### src/rtl/clint_timer_pkg.sv
// Shared constants and helpers for the core-local timer (clint_timer).
package clint_timer_pkg;

   localparam int DATA_BUS_SIZE = 64;
   typedef logic [DATA_BUS_SIZE-1:0] data_bus_t;

   localparam logic [15:0] CLINT_MSIP_OFF     = 16'h0000;
   localparam logic [15:0] CLINT_MTIMECMP_OFF = 16'h4000;
   localparam logic [15:0] CLINT_MTIME_OFF    = 16'hBFF8;

   localparam data_bus_t CLINT_MTIMECMP_RST = '1;

   typedef enum logic {
      ST_IDLE = 1'b0,
      ST_RESP = 1'b1
   } clint_state_e;

   function automatic data_bus_t expand_mask(input logic [7:0] mask);
      data_bus_t m;
      for (int b = 0; b < 8; b++) m[8*b +: 8] = {8{mask[b]}};
      return m;
   endfunction

   function automatic data_bus_t merge_bytes(input data_bus_t old_v, input data_bus_t new_v,
                                             input logic [7:0] mask);
      data_bus_t m;
      m = expand_mask(mask);
      return (old_v & ~m) | (new_v & m);
   endfunction

endpackage

### src/rtl/clint_prescaler.sv
// Divides the core clock by TICK_DIV into a one-cycle mtime tick pulse.
module clint_prescaler #(
   parameter int TICK_DIV = 1
) (
   input  logic clk,
   input  logic rst,
   output logic tick
);

   localparam int CW = (TICK_DIV > 1) ? $clog2(TICK_DIV) : 1;

   generate
      if (TICK_DIV == 1) begin : g_div1
         logic w_unused;
         assign w_unused = clk | rst;
         assign tick     = 1'b1;
      end else begin : g_divn
         logic [CW-1:0] r_cnt;
         logic          w_wrap;

         assign w_wrap = (r_cnt == CW'(TICK_DIV - 1));
         assign tick   = w_wrap;

         always_ff @(posedge clk or posedge rst) begin
            if (rst)         r_cnt <= '0;
            else if (w_wrap) r_cnt <= '0;
            else             r_cnt <= r_cnt + 1'b1;
         end
      end
   endgenerate

endmodule

### src/rtl/clint_timer.sv
// Core-local interruptor: memory-mapped mtime/mtimecmp with a level timer interrupt.
// Optional msip register and clint_msip port are enabled by defining CLINT_MSIP_EN.
module clint_timer
   import clint_timer_pkg::*;
#(
   parameter logic [63:0] BASE_ADDR = 64'h0000_0000_0200_0000,
   parameter int          TICK_DIV  = 1
) (
   input  logic        clk,
   input  logic        rst,
   input  logic        req_valid,
   output logic        req_ready,
   input  logic        req_wen,
   input  logic [63:0] req_addr,
   input  logic [63:0] req_wdata,
   input  logic [7:0]  req_wmask,
   output logic        resp_valid,
   input  logic        resp_ready,
   output logic [63:0] resp_rdata,
   output logic        resp_err,
   output logic        clint_mtip
`ifdef CLINT_MSIP_EN
   ,
   output logic        clint_msip
`endif
);

   clint_state_e r_state;
   logic         r_req_ready;
   logic         r_resp_valid;
   data_bus_t    r_resp_rdata;
   logic         r_resp_err;
   logic         r_mtip;
   data_bus_t    r_mtime;
   data_bus_t    r_mtimecmp;

   logic         w_tick;
   logic         w_acc;
   data_bus_t    w_off;
   logic         w_in_win;
   logic         w_sel_cmp;
   logic         w_sel_time;
   logic         w_hit;
   logic         w_wr;
   data_bus_t    w_rdata;
   data_bus_t    w_mtime_nxt;
   data_bus_t    w_mtimecmp_nxt;

   clint_prescaler #(.TICK_DIV(TICK_DIV)) u_presc (
      .clk  (clk),
      .rst  (rst),
      .tick (w_tick)
   );

   // Addresses below BASE_ADDR wrap to huge offsets and fall outside the window.
   assign w_off      = req_addr - BASE_ADDR;
   assign w_in_win   = (w_off[63:16] == '0) && (req_addr[2:0] == 3'b000);
   assign w_sel_cmp  = w_in_win && (w_off[15:0] == CLINT_MTIMECMP_OFF);
   assign w_sel_time = w_in_win && (w_off[15:0] == CLINT_MTIME_OFF);

`ifdef CLINT_MSIP_EN
   logic w_sel_msip;
   logic r_msip;
   assign w_sel_msip = w_in_win && (w_off[15:0] == CLINT_MSIP_OFF);
   assign w_hit      = w_sel_cmp | w_sel_time | w_sel_msip;
`else
   assign w_hit      = w_sel_cmp | w_sel_time;
`endif

   assign w_acc = req_valid & r_req_ready;
   assign w_wr  = w_acc & req_wen & w_hit;

   // A software write to mtime overrides (drops) a coincident tick.
   always_comb begin
      w_mtime_nxt = r_mtime;
      if (w_wr && w_sel_time) w_mtime_nxt = merge_bytes(r_mtime, req_wdata, req_wmask);
      else if (w_tick)        w_mtime_nxt = r_mtime + 64'd1;
   end

   always_comb begin
      w_mtimecmp_nxt = r_mtimecmp;
      if (w_wr && w_sel_cmp) w_mtimecmp_nxt = merge_bytes(r_mtimecmp, req_wdata, req_wmask);
   end

   always_comb begin
      w_rdata = '0;
      if (!req_wen) begin
         if (w_sel_cmp)       w_rdata = r_mtimecmp;
         else if (w_sel_time) w_rdata = r_mtime;
`ifdef CLINT_MSIP_EN
         else if (w_sel_msip) w_rdata = {63'b0, r_msip};
`endif
      end
   end

   always_ff @(posedge clk or posedge rst) begin
      if (rst) begin
         r_mtime    <= '0;
         r_mtimecmp <= CLINT_MTIMECMP_RST;
         r_mtip     <= 1'b0;
      end else begin
         r_mtime    <= w_mtime_nxt;
         r_mtimecmp <= w_mtimecmp_nxt;
         r_mtip     <= (w_mtime_nxt >= w_mtimecmp_nxt);
      end
   end

`ifdef CLINT_MSIP_EN
   always_ff @(posedge clk or posedge rst) begin
      if (rst)                                   r_msip <= 1'b0;
      else if (w_wr && w_sel_msip && req_wmask[0]) r_msip <= req_wdata[0];
   end
   assign clint_msip = r_msip;
`endif

   always_ff @(posedge clk or posedge rst) begin
      if (rst) begin
         r_state      <= ST_IDLE;
         r_req_ready  <= 1'b1;
         r_resp_valid <= 1'b0;
         r_resp_rdata <= '0;
         r_resp_err   <= 1'b0;
      end else begin
         case (r_state)
            ST_IDLE: if (w_acc) begin
               r_state      <= ST_RESP;
               r_req_ready  <= 1'b0;
               r_resp_valid <= 1'b1;
               r_resp_rdata <= w_rdata;
               r_resp_err   <= ~w_hit;
            end
            ST_RESP: if (resp_ready) begin
               r_state      <= ST_IDLE;
               r_req_ready  <= 1'b1;
               r_resp_valid <= 1'b0;
               r_resp_rdata <= '0;
               r_resp_err   <= 1'b0;
            end
            default: r_state <= ST_IDLE;
         endcase
      end
   end

   assign req_ready  = r_req_ready;
   assign resp_valid = r_resp_valid;
   assign resp_rdata = r_resp_rdata;
   assign resp_err   = r_resp_err;
   assign clint_mtip = r_mtip;

endmodule

### config.mk
export PLATFORM = sky130hd
export DESIGN_NAME = clint_timer
export DESIGN_NICKNAME = d
export VERILOG_FILES = /design/src/rtl/clint_timer_pkg.sv /design/src/rtl/clint_prescaler.sv /design/src/rtl/clint_timer.sv
export SDC_FILE = /design/constraint.sdc
export NUM_CORES = 1
export LEC_CHECK = 0
export BUFFER_PORTS_ARGS = -buffer_cell sky130_fd_sc_hd__buf_2
export CORE_UTILIZATION = 43
export CTS_CLUSTER_SIZE = 16
export DETAILED_ROUTE_END_ITERATION = 6
export GPL_ROUTABILITY_DRIVEN = 0
export PLACE_DENSITY = 0.66
export SYNTH_ARGS = -nofsm -noshare
export SYNTH_HDL_FRONTEND = slang
export SYNTH_SLANG_ARGS = --single-unit
### constraint.sdc
create_clock -name clk -period 6.3 [get_ports clk]
set_input_delay 1.26 -clock clk [delete_from_list [all_inputs] [get_ports clk]]
set_output_delay 1.26 -clock clk [all_outputs]
set_load 0.02 [all_outputs]
==> qor.yml <==
detail_route.drc_violations: 0
post_synth.cell_area_avg_sq_um: 9.70
hold_path.class: "flop to flop"
cap_violations: 0
worstMarginPinSlew_ns: 0.993
row_count: 61
top_layer: "met5"
initial_util_pct: 43.7
setup_viol: 0
synth-adder-area-share_pct: 6.83
synth_ff_type: "sky130_fd_sc_hd__dfrtp_1"
worst_ep_required_time_ns: 6.60
r2r.worst_path.cells: 18
first_pass_iters: 5
grt_first_pass_wirelength_um: 55200
power_per_cell_area_mw_per_mm2: 171
total_of_flip_flops_plus_latches_after_synthesis: 197
run_status: "finished clean"
avgViaCountPerCell: 5.65
tritoncts_clock_tree: "yes"
seq_area_frac_synth_pct: 41.4
synth_cells: 1247
top_level_ports: 209
wl_met3_um: 1890
detail_route.iter0.violations: 694
critPathKind: "primary input to flop"
synthXorXnorAreaFrac_pct: 0.145
whs_path_depth: 2
timing.critical_path.to_type: "flop"
timing.critical_path.from_type: "primary input"
ctsHoldBuffers: 0
overflow: 0
synth_top_family_by_area: "simple AND/OR/NAND/NOR gates"
cp_max_fo: 6
synth.lib_cells_used.distinct: 68
met2_length_um: 16900
timing.final.max_slew_violations: 0
clk_latency_ns: 0.43
synth-compound-area-share_pct: 15.8
route.antenna.remaining_nets: 0
wl_met1_um: 15800
layout_worst_path_cycle_share_pct: 96.6
synthesis.nets: 1454
cts_buffers: 17
hpwl_um: 25700
clockBufferDepth: 2
fp.dieH_um: 170
final.setup_skew_ns: 0.0178
wl_um: 35200
ys.warnings.count: 0
synth_simple_gate_area_share_pct: 20.8
dr_total_vias: 11000
areaGrowthSynthToFinish_pct: 26.2
utilization_of_the_core_after_routing_pct: 55.1
vdd.ir_drop.worst_v: 0.000155
cts_htree_levels: 4
io_buffers: 208
min_period_ns: 6.09
number_of_global_route_vias_before_repair: 10700
slew_hr_pct: 33.8
fin_nets: 1759
drive_gt1_share_pct: 36.0
clk_pin_slew_ns: 0.08
worst-endpoint-arrival_ns: 6.39
route.detailed.wl_per_inst_um: 18.1
hold_ws_ns: 0.498
fp.coreArea_sq_mm: 0.0277
die_wd_um: 170
maxClockFrequency_ghz: 0.164
netlist_area_sq_mm: 0.0121
global_route.usage.total_pct: 24.1
clock-sinks: 197
total_leakage_power_nw: 7.63
root_buf_cell: "sky130_fd_sc_hd__clkbuf_16"
die-area_sq_mm: 0.0288
synth-async-reset-ratio_pct: 100
pin_count_of_the_biggest_net_entering_global_routing: 74
antenna_violations_before_repair: 2
report.final.hold_viol_count: 0
synth-edff-count: 0
synthMuxAreaShare_pct: 11.9
grt_setup_unrepaired: "true"
critical path, stage by stage:
cell                        delay, ns
sky130_fd_sc_hd__buf_2           0.11
sky130_fd_sc_hd__or4_4           0.55
sky130_fd_sc_hd__or4_4           0.50
sky130_fd_sc_hd__or4_4           0.55
sky130_fd_sc_hd__and2_4          0.17
sky130_fd_sc_hd__nor4b_4         0.32
sky130_fd_sc_hd__nand4b_1        0.22
sky130_fd_sc_hd__buf_12          0.22
sky130_fd_sc_hd__buf_4           0.15
sky130_fd_sc_hd__nand2_2         0.06
sky130_fd_sc_hd__o21a_1          0.15
sky130_fd_sc_hd__inv_2           0.05
sky130_fd_sc_hd__ha_4            0.23
sky130_fd_sc_hd__nand2b_4        0.13
sky130_fd_sc_hd__a21o_1          0.16
sky130_fd_sc_hd__a21oi_2         0.15
sky130_fd_sc_hd__o21ai_2         0.09
sky130_fd_sc_hd__a2111oi_4       0.37
sky130_fd_sc_hd__a2111oi_2       0.08
sky130_fd_sc_hd__o311ai_1        0.28
sky130_fd_sc_hd__buf_4           0.17
sky130_fd_sc_hd__a21oi_2         0.05
sky130_fd_sc_hd__or3_1           0.36
metal layers:
metal,vias to the layer above,track usage (%)
met4,2,6.93
met3,31,3.78
met2,342,40.1
met1,5353,32.2
li1,5258,-
met5,-,0
placed cells by master, fill, tap and decap left out, types with 63 or more instances in the layout:
cell type | synthesis | layout
sky130_fd_sc_hd__nand2_1 | 206 | 204
sky130_fd_sc_hd__dfrtp_1 | 132 | 132
sky130_fd_sc_hd__nor2_1 | 84 | 82
sky130_fd_sc_hd__a22oi_1 | 64 | 64
sky130_fd_sc_hd__a21oi_1 | 79 | 75
sky130_fd_sc_hd__ha_1 | 66 | 64
sky130_fd_sc_hd__buf_2 | 8 | 205
sky130_fd_sc_hd__buf_4 | 1 | 121
sky130_fd_sc_hd__dfstp_2 | 65 | 65
sky130_fd_sc_hd__mux2i_1 | 64 | 63
cells in the mapped netlist (all sizes together) (14+ instances only):
master	count	area share, %
ha	66	6.8
buf	25	1.8
dfstp	65	14
a22oi	64	4.0
nor2	84	2.6
mux2	65	6.6
nand2	214	7.7
inv	15	0.47
nand3	45	1.9
nand4	34	1.8
mux2i	64	5.3
nor3	18	0.79
a211oi	14	0.87
dfrtp	132	27
o21ai	47	1.9
nor4	16	0.88
clkbuf	30	0.93
a21oi	79	3.3
and3	24	1.2
path summary, 6_finish.rpt:
kind / from / end / slack [ns]
worst max-delay path: req_addr[31] / clint_mtip$_DFF_PP0_ / 0.21
worst min-delay path: r_mtimecmp[33]$_DFF_PP1_ / resp_rdata[33]$_DFFE_PP0P_ / 0.50
worst max register to register: r_mtime[10]$_DFF_PP0_ / clint_mtip$_DFF_PP0_ / 1.48
worst min register to register: r_mtimecmp[33]$_DFF_PP1_ / resp_rdata[33]$_DFFE_PP0P_ / 0.50
max in group asynchronous: rst / resp_rdata[18]$_DFFE_PP0P_ / 4.44
min in group asynchronous: rst / resp_rdata[35]$_DFFE_PP0P_ / 0.69
cells by family after synthesis:
group / count (synthesis)
simple gates: 496
compound gates: 287
flops: 197
mux: 129
buf+inv: 70
fa+ha+maj: 66
xor+xnor: 2
final cells by class:
cell class | count | area [sq um]
diodes | 1 | 2.50
clock buffers | 19 | 443
clock inverters | 13 | 191
fillers | 2509 | 12400
inverters | 15 | 60.1
multi-input cells | 980 | 6870
flip-flops and latches | 197 | 5010
well taps | 378 | 473
repair buffers | 341 | 2210
flip-flops by register name, indices dropped and copies added (netlist names):
| name | count |
|---|---|
| clint_mtip | 1 |
| resp_rdata | 64 |
| resp_err | 1 |
| r_mtimecmp | 64 |
| resp_valid | 1 |
| r_mtime | 64 |
| r_state | 1 |
| req_ready | 1 |
timing repair:
| action | in CTS | in global routing |
|---|---|---|
| buffers inserted | 0 | 19 |
| endpoints found under the setup margin | 0 | 1 |
| resized for setup | 0 | 36 |
power by group:
part           internal (mW)  total, mW  switching [mW]  leakage (nW)
logic                 0.0560      0.150          0.0944          5.00
clock network          0.683       1.19           0.508         0.306
registers               1.27       1.27         0.00288          2.32
total                   2.01       2.62           0.605          7.63
per-stage QoR:
stage	TNS [ns]	instances	worst slack (ns)	instance area [sq um]	total power, mW
final	0	1944	0.211	15300	2.62
after global routing	-0.103	1944	-0.103	15300	2.70
after global placement	-0.167	1889	-0.167	14200	1.45
after CTS	0	1921	0.111	14900	2.64
after detailed placement	-0.336	1889	-0.336	14200	1.45
after floorplan	0	1247	0.0367	12100	1.35
Power figures use the tool's default switching activity.
